### src/rtl/msrv32_rf_wr_arbiter.sv
// Register-file writeback arbiter for the msrv32 core.
// Three writeback sources (ALU, load unit, CSR unit) compete for the single
// register-file write port. A round-robin pointer picks the winner each
// cycle. The winning write is registered and appears one cycle later.
// Writes to x0 are accepted from the requester but never reach the register file.
module msrv32_rf_wr_arbiter #(
  parameter int XLEN = 32
) (
  input  logic            ms_risc32_mp_clk_in,
  input  logic            ms_risc32_mp_rst_in,
  input  logic            hold_in,
  input  logic            req_0_valid_in,
  input  logic [4:0]      req_0_rd_addr_in,
  input  logic [XLEN-1:0] req_0_data_in,
  input  logic            req_1_valid_in,
  input  logic [4:0]      req_1_rd_addr_in,
  input  logic [XLEN-1:0] req_1_data_in,
  input  logic            req_2_valid_in,
  input  logic [4:0]      req_2_rd_addr_in,
  input  logic [XLEN-1:0] req_2_data_in,
  output logic            req_0_ready_out,
  output logic            req_1_ready_out,
  output logic            req_2_ready_out,
  output logic            wr_en_out,
  output logic [4:0]      rd_addr_out,
  output logic [XLEN-1:0] rd_out,
  output logic [1:0]      grant_id_out
);

  typedef enum logic [1:0] {
    SRC_ALU  = 2'd0,
    SRC_LSU  = 2'd1,
    SRC_CSR  = 2'd2,
    SRC_NONE = 2'd3
  } src_e;

  logic [1:0]      rr_ptr;
  logic [1:0]      rr_ptr_next;
  logic            gnt_vld;
  src_e            gnt_src;
  logic [4:0]      sel_addr;
  logic [XLEN-1:0] sel_data;

  // Pick the first valid requester starting from rr_ptr; stall and reset suppress any grant.
  always_comb begin
    // NOTE: every output of a combinational block gets a default first so no path leaves it unassigned (which would infer a latch).
    gnt_vld = 1'b0;
    gnt_src = SRC_NONE;
    case (rr_ptr)
      2'd1: begin
        if (req_1_valid_in)      begin gnt_vld = 1'b1; gnt_src = SRC_LSU; end
        else if (req_2_valid_in) begin gnt_vld = 1'b1; gnt_src = SRC_CSR; end
        else if (req_0_valid_in) begin gnt_vld = 1'b1; gnt_src = SRC_ALU; end
      end
      2'd2: begin
        if (req_2_valid_in)      begin gnt_vld = 1'b1; gnt_src = SRC_CSR; end
        else if (req_0_valid_in) begin gnt_vld = 1'b1; gnt_src = SRC_ALU; end
        else if (req_1_valid_in) begin gnt_vld = 1'b1; gnt_src = SRC_LSU; end
      end
      default: begin
        if (req_0_valid_in)      begin gnt_vld = 1'b1; gnt_src = SRC_ALU; end
        else if (req_1_valid_in) begin gnt_vld = 1'b1; gnt_src = SRC_LSU; end
        else if (req_2_valid_in) begin gnt_vld = 1'b1; gnt_src = SRC_CSR; end
      end
    endcase
    if (hold_in || ms_risc32_mp_rst_in) begin
      gnt_vld = 1'b0;
      gnt_src = SRC_NONE;
    end
  end

  assign req_0_ready_out = gnt_vld && (gnt_src == SRC_ALU);
  assign req_1_ready_out = gnt_vld && (gnt_src == SRC_LSU);
  assign req_2_ready_out = gnt_vld && (gnt_src == SRC_CSR);

  // Route the winner's destination and data, and compute the pointer after this grant.
  always_comb begin
    sel_addr    = 5'd0;
    sel_data    = '0;
    rr_ptr_next = rr_ptr;
    case (gnt_src)
      SRC_ALU: begin sel_addr = req_0_rd_addr_in; sel_data = req_0_data_in; rr_ptr_next = 2'd1; end
      SRC_LSU: begin sel_addr = req_1_rd_addr_in; sel_data = req_1_data_in; rr_ptr_next = 2'd2; end
      SRC_CSR: begin sel_addr = req_2_rd_addr_in; sel_data = req_2_data_in; rr_ptr_next = 2'd0; end
      default: ;
    endcase
  end

  // Advance the pointer on a grant and register the write; x0 targets and idle cycles produce no write.
  always_ff @(posedge ms_risc32_mp_clk_in) begin
    // NOTE: state is updated with non-blocking assignments so every register samples pre-edge values.
    if (ms_risc32_mp_rst_in) begin
      rr_ptr       <= 2'd0;
      wr_en_out    <= 1'b0;
      rd_addr_out  <= 5'd0;
      rd_out       <= '0;
      grant_id_out <= SRC_NONE;
    end else begin
      rr_ptr <= rr_ptr_next;
      if (gnt_vld && (sel_addr != 5'd0)) begin
        wr_en_out    <= 1'b1;
        rd_addr_out  <= sel_addr;
        rd_out       <= sel_data;
        grant_id_out <= gnt_src;
      end else begin
        wr_en_out    <= 1'b0;
        grant_id_out <= SRC_NONE;
      end
    end
  end

endmodule

### config.mk
export PLATFORM = sky130hd
export DESIGN_NAME = msrv32_rf_wr_arbiter
export DESIGN_NICKNAME = d
export VERILOG_FILES = /design/src/rtl/msrv32_rf_wr_arbiter.sv
export SDC_FILE = /design/constraint.sdc
export NUM_CORES = 1
export LEC_CHECK = 0
export BUFFER_PORTS_ARGS = -buffer_cell sky130_fd_sc_hd__buf_2
export CORE_UTILIZATION = 47
export CTS_CLUSTER_SIZE = 8
export DETAILED_ROUTE_END_ITERATION = 6
export PLACE_DENSITY = 0.86
export SLEW_MARGIN = 20
export SYNTH_ARGS = -nofsm -noshare
export SYNTH_HDL_FRONTEND = slang
export SYNTH_SLANG_ARGS = --single-unit
### constraint.sdc
create_clock -name ms_risc32_mp_clk_in -period 6.1 [get_ports ms_risc32_mp_clk_in]
set_input_delay 0.915 -clock ms_risc32_mp_clk_in [delete_from_list [all_inputs] [get_ports ms_risc32_mp_clk_in]]
set_output_delay 0.915 -clock ms_risc32_mp_clk_in [all_outputs]
set_load 0.005 [all_outputs]
== Word-level counts from Yosys, hierarchy flattened ==
Index checks and enable logic that the tools add are counted.

* Reduce and logical (&&, ||, !) cells: 9
* Equal/unequal tests: 4
* Mux-type cells: 26
* Bitwise operators: 1

{| class="wikitable"
|+ Operators by type and width
! kind !! number
|-
| 32-bit one-hot mux with 3 select lines || 1
|-
| 2-bit 2-to-1 mux || 9
|-
| 5-bit one-hot mux with 3 select lines || 1
|-
| 1-bit 2-to-1 mux || 12
|-
| 2-bit one-hot mux with 3 select lines || 1
|-
| 5-bit nonzero test || 1
|-
| 2-bit by 1-bit equality test with 1-bit output (second input constant) || 2
|-
| 2-bit equality test (second input constant) || 2
|-
| 1-bit logical AND || 4
|-
| 2-bit one-hot mux with 2 select lines || 1
|-
| 3-bit nonzero test || 1
|-
| 2-bit zero test || 1
|-
| 1-bit one-hot mux with 2 select lines || 1
|-
| 2-bit OR reduction || 1
|-
| 1-bit logical OR || 1
|-
| 1-bit NOT || 1
|}

* Word-level logic and storage cells: 45
* Input port bits: 117
* Flip-flop bits (word level): 42

== Longest topological paths before layout ==
* Word-level depth: 11
* Mapped depth: 17
* Depth with buffers taken out: 13

== Least setup slack after synthesis ==
OpenSTA, ideal clock, no wires.

* Kind: input -> output
* Start point: in req_0_valid_in
* End point: out req_1_ready_out
* Stages: 9
* Setup slack: 2.480 ns
* Path buffers: 4
* Data arrival time: 2.705 ns
* Cell sequence: o31a_1 -> o211a_1 -> buf_6 -> clkbuf_1 -> inv_1 -> ha_1 -> clkbuf_1 -> clkbuf_1 -> and2_1

* Word-level cells in the longest chain between the ends: 7
* Elaborated cells on any way between the ends: 18
* Classes of those cells: eq/ne: 1; mux: 16; reduce/logical: 1

{| class="wikitable"
|+ Ends and longest elaborated chain
! what !! RTL line !! source
|-
| start, declared || 12 || <nowiki>input logic req_0_valid_in,</nowiki>
|-
| 2-bit 2-to-1 mux || 53 || <nowiki>else if (req_0_valid_in) begin gnt_vld = 1'b1; gnt_src = SRC_ALU; end</nowiki>
|-
| 2-bit 2-to-1 mux || 52 || <nowiki>else if (req_2_valid_in) begin gnt_vld = 1'b1; gnt_src = SRC_CSR; end</nowiki>
|-
| 2-bit 2-to-1 mux || 51 || <nowiki>if (req_1_valid_in) begin gnt_vld = 1'b1; gnt_src = SRC_LSU; end</nowiki>
|-
| 2-bit one-hot mux with 2 select lines (*) || 49 || <nowiki>case (rr_ptr)</nowiki>
|-
| 2-bit 2-to-1 mux (*) || 66 || <nowiki>if (hold_in || ms_risc32_mp_rst_in) begin</nowiki>
|-
| net gnt_src[0] || 40 || <nowiki>src_e gnt_src;</nowiki>
|-
| 2-bit by 1-bit equality test with 1-bit output (*) || 73 || <nowiki>assign req_1_ready_out = gnt_vld && (gnt_src == SRC_LSU);</nowiki>
|-
| 1-bit logical AND (*) || 73 ||
|-
| end, declared || 22 || <nowiki>output logic req_1_ready_out,</nowiki>
|}

Mark *: on every way through the listed nets, which the timed path passes. The rest lies on a longest branch.

== Worst setup path in the final report ==
* Start point: in ms_risc32_mp_rst_in
* End point: out req_2_ready_out

* Word-level cells in the longest chain between the ends: 4
* Elaborated cells on any way between the ends: 5
* Classes of those cells: eq/ne: 1; mux: 2; reduce/logical: 2

{| class="wikitable"
|+ Ends and longest elaborated chain
! what !! RTL line !! source
|-
| start, declared || 10 || <nowiki>input logic ms_risc32_mp_rst_in,</nowiki>
|-
| 1-bit logical OR (*) || 66 ||
|-
| 2-bit 2-to-1 mux || 66 ||
|-
| 2-bit equality test || 74 || <nowiki>assign req_2_ready_out = gnt_vld && (gnt_src == SRC_CSR);</nowiki>
|-
| 1-bit logical AND (*) || 74 ||
|-
| end, declared || 23 || <nowiki>output logic req_2_ready_out,</nowiki>
|}

Mark *: on every way between the ends. The rest lies on a longest branch, timed or not.

==> metrics.cfg <==
[outcome]
outcome = finished, final reports clean

[placement]
place_congestion = 0.821
io_buffers = 159
hpwl_mm = 5.55
placed_area_sq_um = 3450
place_ws_ns = 1.25
dp_cells = 510

[routing]
drcViolationCount = 0
num_vias = 2859
viasPerCell = 5.52
first_iter_violations = 169
wl_mm = 7.67
avgRoutedWirePerCell_um = 14.8
drt_pass1_iterations = 4
drtAntennaViolNets = 0

[logic_synthesis]
synth_cells = 304
synth_ff_type = dfxtp_1
syn-cell-area_sq_um = 2690
syn_avg_cell_area_sq_um = 8.86
synth_top_area_cell = dfxtp_1
synth_edf_count = 0
synth.top_cells.by_area = dfxtp_1 31%, mux2_4 14%, a22oi_1 9.5%
synth-seq-cells = 42
ys_seq_area_frac = 0.312
async_flop_share = 0
synth_top_area_share = 0.312
syn-num-nets = 425
yosysWarnings = 0
synth.distinct_cells = 35

[sta]
setup_violations = 0
slew_headroom = 0.507
fin_tns_setup_ns = 0
worst_slack_ns = 1.64
timing.final.crit_share = 0.731
worst_slew_pin_slew_ns = 0.739
rsz0062_at_grt = no
holdWs_ns = 0.483
min_period_ns = 4.46
fmax_mhz = 224
finalMaxSlewViolations = 0
clock_skew_ns = 0.00938
finalHoldViolCount = 0

[global_routing]
grt_usage = 0.255
grt_pass1_vias = 2766
grt_max_degree = 40
gr-total-overflow = 0
grt_pass1_wl_mm = 12.3
grt_antenna_before_repair = 0

[floorplanning]
die_x_um = 77.7
core_sq_um = 5510
io_pins = 160
fp.dieH_um = 77.7
core.rowCount = 27
die-area_sq_um = 6040
initial_utilization = 0.489

[clocking]
clkSlewWorstSetupHoldPaths_ns = 0.08
cts_tree = built
post_cts_resized = 0
clock_latency_ns = 0.30
clkSinkCount = 42
clock_path_buffers = 2
clock-root-buffer = clkbuf_8
cts_buffers = 5
cts_max_level = 2
cts_hold_buf = 0
cts_setup_buffers = 0

[setup_path]
cpPeakStageDelay_ns = 0.65
required_ns = 5.18
cp_slowest_cell = ha_1
path_cells = buf_2 -> nor2_1 -> o211a_1 -> buf_4 -> ha_1 -> and2_1 -> buf_2
cp_max_fo = 39
crit_family = buffers and inverters
cp-end-kind = output pin
worstSetupPathType = in -> out
cp-start-kind = input pin
crit_arrival_ns = 3.54
reg2regPathDepth = 11
crit_top_cell = buf_2
path_depth = 7
critical_path_buf_inv_count = 3

[power_and_ir_drop]
p_leak_nw = 1.72
switchingPower_uw = 177
seq_power_share = 0.445
power_frac_comb = 0.225
cellInternalPower_uw = 457
p_total_uw = 634
swShare = 0.279
powerDensity_nw_per_um2 = 178
pwr-share-clk = 0.330
peakVddDrop_mv = 0.103

[min_path]
min_path_cells = 2
hp-class = reg -> reg

[layout]
layout_commonest_cell = buf_2
nets = 566
finalInstanceArea_sq_um = 3570
final_cell_mix = 159 x buf_2, 42 x dfxtp_1, 37 x a21oi_1
antenna_cells = 0
fin_util = 0.648
drive_gt1_frac = 0.466
area_growth_syn_to_layout_pct = 32.5
stdcell_count = 518

[job]
maxCapViolCount = 0

## synthesized netlist by cell type (all sizes together) (2+ instances only)
| master | instances |
|---|---|
| nand2 | 9 |
| a21oi | 37 |
| ha | 4 |
| clkbuf | 21 |
| dfxtp | 42 |
| buf | 8 |
| mux2i | 2 |
| nor2 | 6 |
| nand3 | 34 |
| mux2 | 32 |
| a22o | 3 |
| a22oi | 34 |
| and2 | 3 |
| nor3 | 3 |
| nor2b | 35 |
| o41ai | 2 |
| a2bb2oi | 2 |
| inv | 6 |
| o21ai | 8 |
| a31o | 2 |
## metal layers
layer  part of all wire  GRT usage
met1               0.40      0.284
met2               0.50      0.485
met3              0.076     0.0329
met4              0.014      0.102
met5                  0          0
## power by group through the flow
| stage | logic (mW) | clock network [mW] | registers [mW] |
|---|---|---|---|
| global route | 0.157 | 0.224 | 0.282 |
| CTS | 0.142 | 0.214 | 0.282 |
| global placement | 0.137 | 0 | 0.288 |
| finish | 0.143 | 0.209 | 0.282 |
| detailed placement | 0.141 | 0 | 0.288 |
| floorplan | 0.0842 | 0 | 0.288 |
## worst paths after layout
check | start | slack [ns] | end
max reg2reg | rr_ptr[0] | 1.95 | rd_out[1]
min | rr_ptr[0] | 0.48 | rr_ptr[0]
min reg2reg | rr_ptr[0] | 0.48 | rr_ptr[0]
max | ms_risc32_mp_rst_in | 1.64 | req_2_ready_out
## sequential cells by signal (all words and copies together), names as in the netlist
name and flops:
grant_id_out 2, rd_addr_out 5, rd_out 32, rr_ptr 2, wr_en_out 1
## worst reg2reg max path, stage by stage, from the launching register on
cell and delay [ns]:
dfxtp_1 0.36, inv_1 0.05, ha_1 0.33, nor3_1 0.28, o311a_2 0.53, buf_4 0.37
inv_1 0.10, ha_1 0.43, a22o_1 0.34, o21ai_0 0.21, o22a_4 0.60, mux2_2 0.45
## final cells by class
type / count / area, sq um
Multi-Input combinational cell: 227 / 1680
Clock buffer: 8 / 110
Inverter: 6 / 22.5
Timing Repair Buffer: 163 / 826
Sequential cell: 42 / 841
Fill cell: 475 / 1940
Tap cell: 72 / 90.1
## kinds of logic (layout without fill, tap and decap cells)
family                     Yosys count  after routing  share of synthesized area
and+or+nand+nor                     95             95                      0.197
AOI/OAI and AO/OA                   94             94                      0.228
DFF                                 42             42                      0.312
buffers and inverters               35            177                     0.0683
muxes                               34             34                      0.176
adders and majority gates            4              4                     0.0186
(Power assumes the default switching activity.)
